===== src/rtl/updown_count_monitor.sv =====
// Passive observer of an up/down counter bus: classifies each sampled transition,
// tracks a locked count direction and accumulates illegal-jump errors.
module updown_count_monitor #(
  parameter int WIDTH     = 4,
  parameter int ERR_CNT_W = 8,
  parameter int LOCK_LEN  = 3
) (
  input  logic                 Clk,
  input  logic                 reset,
  input  logic [WIDTH-1:0]     Count,
  input  logic                 enable,
  input  logic                 clear_err,
  output logic                 step_up,
  output logic                 step_down,
  output logic                 wrap,
  output logic                 dir_change,
  output logic                 locked,
  output logic                 dir_up,
  output logic                 dir_down,
  output logic                 err,
  output logic [ERR_CNT_W-1:0] err_count
);

  // state     | meaning
  // ACQ       | first enabled sample only captures prev
  // SYNC      | counting consecutive same-direction steps toward lock
  // LOCK_UP   | LOCK_LEN consecutive up steps seen
  // LOCK_DOWN | LOCK_LEN consecutive down steps seen
  typedef enum logic [1:0] {ACQ, SYNC, LOCK_UP, LOCK_DOWN} state_t;

  state_t           state;
  logic [WIDTH-1:0] prev;
  logic [3:0]       run;
  logic             rdir;

  logic [WIDTH-1:0] delta;
  logic             is_up, is_down, is_hold, is_jump;
  logic [3:0]       run_nxt;

  always_comb begin
    delta   = Count - prev;
    is_up   = (delta == WIDTH'(1));
    is_down = (delta == {WIDTH{1'b1}});
    is_hold = (delta == '0);
    is_jump = !(is_up || is_down || is_hold);
    // a step continues the run if it matches the run direction or starts a fresh run
    run_nxt = ((rdir == is_up) || (run == 4'd0)) ? run + 4'd1 : 4'd1;
  end

  always_ff @(posedge Clk or posedge reset) begin
    if (reset) begin
      state      <= ACQ;
      prev       <= '0;
      run        <= '0;
      rdir       <= 1'b0;
      step_up    <= 1'b0;
      step_down  <= 1'b0;
      wrap       <= 1'b0;
      dir_change <= 1'b0;
      locked     <= 1'b0;
      dir_up     <= 1'b0;
      dir_down   <= 1'b0;
      err        <= 1'b0;
      err_count  <= '0;
    end else begin
      step_up    <= 1'b0;
      step_down  <= 1'b0;
      wrap       <= 1'b0;
      dir_change <= 1'b0;
      if (clear_err) begin
        err       <= 1'b0;
        err_count <= '0;
      end
      if (!enable) begin
        state    <= ACQ;
        run      <= '0;
        locked   <= 1'b0;
        dir_up   <= 1'b0;
        dir_down <= 1'b0;
      end else begin
        prev <= Count;
        if (state == ACQ) begin
          state <= SYNC;
        end else begin
          step_up   <= is_up;
          step_down <= is_down;
          wrap      <= (is_up && Count == '0) || (is_down && Count == {WIDTH{1'b1}});
          if (is_jump) begin
            // a jump on the same edge as clear_err still counts as the first error
            err       <= 1'b1;
            err_count <= clear_err ? ERR_CNT_W'(1)
                       : (&err_count) ? err_count : err_count + ERR_CNT_W'(1);
            state     <= SYNC;
            run       <= '0;
            locked    <= 1'b0;
            dir_up    <= 1'b0;
            dir_down  <= 1'b0;
          end else if (state == SYNC) begin
            if (is_up || is_down) begin
              run  <= run_nxt;
              rdir <= is_up;
              if (run_nxt >= 4'(LOCK_LEN)) begin
                state    <= is_up ? LOCK_UP : LOCK_DOWN;
                locked   <= 1'b1;
                dir_up   <= is_up;
                dir_down <= is_down;
              end
            end
          end else if ((state == LOCK_UP && is_down) || (state == LOCK_DOWN && is_up)) begin
            dir_change <= 1'b1;
            state      <= SYNC;
            run        <= 4'd1;
            rdir       <= is_up;
            locked     <= 1'b0;
            dir_up     <= 1'b0;
            dir_down   <= 1'b0;
          end
        end
      end
    end
  end

endmodule

===== config.mk =====
export PLATFORM = sky130hd
export DESIGN_NAME = updown_count_monitor
export DESIGN_NICKNAME = d
export VERILOG_FILES = /design/src/rtl/updown_count_monitor.sv
export SDC_FILE = /design/constraint.sdc
export NUM_CORES = 1
export LEC_CHECK = 0
export CAP_MARGIN = 20
export CELL_PAD_IN_SITES_DETAIL_PLACEMENT = 0
export CELL_PAD_IN_SITES_GLOBAL_PLACEMENT = 1
export CORE_ASPECT_RATIO = 1.1
export CORE_UTILIZATION = 41
export DETAILED_ROUTE_END_ITERATION = 10
export HOLD_SLACK_MARGIN = 0.08
export PLACE_DENSITY_LB_ADDON = 0.1
export RECOVER_POWER = 50
export SETUP_SLACK_MARGIN = 0.1
export SLEW_MARGIN = 20
export SYNTH_ARGS = -nofsm -noshare
export SYNTH_HDL_FRONTEND = slang
export SYNTH_SLANG_ARGS = --single-unit

===== constraint.sdc =====
create_clock -name Clk -period 2.65 [get_ports Clk]
set_input_delay 0.53 -clock Clk [delete_from_list [all_inputs] [get_ports Clk]]
set_output_delay 0.53 -clock Clk [all_outputs]
set_load 0.02 [all_outputs]

==> impl_metrics.ini, run 1 <==
[run_status]
status = completed

[synthesis]
synth_ff_type = dfrtp_1
synth_area_leader_cell = dfrtp_1
ys_warn_count = 0
synth_cells = 158
synth-seq-cells = 27
ys_seq_area_frac = 0.4344
syn-cell-area_mm2 = 0.001555
yosysTopAreaCellShare = 0.4344
synthDistinctLibCells = 49
synth_edf_count = 0
synth_fp_nets = 173
synthTopCellsByArea = dfrtp_1 (43%), ha_1 (4.8%), nor2_1 (3.9%), nand2_1 (3.6%), xor2_1 (3.4%)
avgSynthCellArea_um2 = 9.843
synthArstFlopShare = 1.000

[global_routing]
grt_max_degree = 28
grt_pass1_wl_um = 5485
grt.overflow.total = 0
track_usage = 0.1818
antenna_found_initial = 0
grt_pass1_vias = 1265

[pwr]
leakagePower_nw = 0.9382
p_sw_mw = 0.3309
p_int_mw = 0.7096
power_mw = 1.040
power_frac_clock = 0.226
pwr-share-seq = 0.451
sw_frac_of_total = 0.3180
p_per_area_mw_per_mm2 = 493.2
power_frac_comb = 0.323
ir_drop_v = 0.0002600

[detailed_routing]
antenna_left = 0
post-route-drc-count = 0
wl_per_cell_um = 12.85
firstDrtPassIters = 6
routed_wl_um = 3303
drtIter0Drc = 68
vias = 1345
vias_per_cell = 5.233

[cells_and_area]
fin_nets = 223
num_antenna_cells = 0
drive_gt1_frac = 0.2512
final_core_util = 0.5818
area_delta_synth_final_pct = 35.64
final_area_mm2 = 0.002110

[clocking]
htree_num_levels = 1
cts_buffer_depth = 2
cts_tree = yes
numCtsBuffers = 3
insertion_delay_ps = 270
clkTransAtPathRegs_ps = 90
root_buffer = clkbuf_8
cts_sinks = 27

[floorplan]
dieArea_mm2 = 0.004044
io_pins = 24
die_w_um = 60.73
die_y_um = 66.60
start_util = 0.4289
coreArea_mm2 = 0.003626
row_count = 23

[worst_setup_path]
path_max_fanout = 4
cp.arrival_ps = 2580
crit_type = in -> reg
crit_start = Count[0]
critPathLaunchType = input pin
r2r_slack_ps = 250
cp-end-kind = flop
worstPathRequired_ps = 2810
rr_startpoint = prev[0]$_DFFE_PP0P_
r2r_cells = 8

[place]
place_area_mm2 = 0.001983
dp_hpwl_um = 2539
port_buffers = 23
gp_congestion = 0.8293
post-place-ws_ps = -482.5

[timing]
drv_slew = 0
fmax_mhz = 412.1
fin_crit_ps = 2426
grt_setup_unrepaired = no
worstMarginPinSlew_ps = 1454
max_slew_margin = 0.03100
finalCritPeriodShare = 0.9156
hold_viol = 0
fin_ws_ps = 223.7
setup_viol = 0
clock_skew_ps = 7.646

[min_path]
hp-start = dir_up$_DFFE_PP0P_
holdPathStages = 1
hold_class = reg -> reg

[run]
cap_viol_max_count = 0
==> layer usage <==
layer	share of wire	global-route usage	up-vias
li1	-	-	663
met3	0.027	0.02330	5
met4	0.016	0.07386	0
met5	0	0	-
met1	0.46	0.2321	653
met2	0.50	0.3049	24
==> stage by stage <==
stage,instances,hold slack [ps],TNS (ps)
floorplan,158,481.8,0
global placement,248,468.9,-6616
detailed placement,248,472.0,-8311
CTS,256,495.1,0
global route,257,507.9,0
finish,257,491.7,0
==> worst max-delay path: stages <==
cell and delay (ps):
clkbuf_2 100, inv_2 50, ha_2 170, inv_2 40
fa_2 350, xor2_2 220, nand3b_1 220, or4_2 720
nand2_1 110, o21ai_0 80
==> cells in the final DEF, fill, tap and decap left out, types with 3 or more instances in the layout <==
cell type        netlist  routed
and3_1                 4       3
clkbuf_8               0       3
nand3b_1               3       3
o2bb2ai_1              3       3
a21oi_1                4       3
dfrtp_1               27      27
inv_1                 12      10
nand4_1                5       5
xor2_1                 6       5
o21ai_0                7       6
nor2_1                16      16
nand2_1               15      15
clkdlybuf4s50_1        0      14
buf_4                  0      23
ha_1                   6       4
dlygate4sd3_1          0       6
==> cell families after synthesis <==
| kind of cell | count (synthesis) | synth area share |
|---|---|---|
| muxes | 5 | 0.03700 |
| DFF | 27 | 0.4344 |
| and+or+nand+nor | 60 | 0.2132 |
| buffers and inverters | 16 | 0.04344 |
| AOI/OAI and AO/OA | 35 | 0.1657 |
| xor gates and xnor gates | 8 | 0.04505 |
| adders and majority gates | 7 | 0.06114 |
==> cell type report <==
cell class | instances | area (µm²)
tap | 50 | 62.56
clock inverter | 1 | 5.005
clock buffer | 3 | 41.29
multi-input combinational | 115 | 865.8
sequential | 27 | 675.6
fill | 347 | 1516
inverter | 12 | 45.04
timing repair buffer | 49 | 414.1
==> power groups by stage <==
stage | sequential, mW | clock (mW) | combinational [mW]
5_1_grt | 0.475 | 0.260 | 0.369
2_1_floorplan | 0.485 | 0 | 0.173
4_1_cts | 0.470 | 0.244 | 0.334
3_5_place_dp | 0.478 | 0 | 0.303
3_3_place_gp | 0.477 | 0 | 0.300
6_report | 0.470 | 0.235 | 0.336
==> sequential cells by signal, indices dropped and copies added, names as in the netlist, 2 cells and up <==
signal / count
run: 4
state: 2
prev: 4
err_count: 8
==> final timing paths <==
kind | endpoint
min in group asynchronous | prev[3]$_DFFE_PP0P_
hold / removal | dir_up$_DFFE_PP0P_
max in group asynchronous | state[0]$_DFFE_PP0P_
hold reg to reg | dir_up$_DFFE_PP0P_
setup reg to reg | rdir$_DFFE_PP0P_
setup / recovery | rdir$_DFFE_PP0P_
==> cells in the mapped netlist, types with 3 or more instances <==
cell type and n:
a21oi_1 4, and3_1 4, clkbuf_1 3, dfrtp_1 27, ha_1 6, inv_1 12
nand2_1 15, nand3b_1 3, nand4_1 5, nor2_1 16, o21ai_0 7, o2bb2ai_1 3
xor2_1 6
==> what timing repair did <==
item	CTS	global route
setup endpoints to repair	21	19
gates resized for setup	16	3
buffers inserted	4	1
pin swaps	8	7
hold buffers	0	0
Note: power is estimated with default switching activity, not from simulation.
==> run 2, diff against run 1 <==
CAP_MARGIN = default   (was 20)
CTS_CLUSTER_SIZE = 20   (was default)
==> results of run 2 <==
Same layout as run 1: the final DEF is identical, and so are final timing and power.
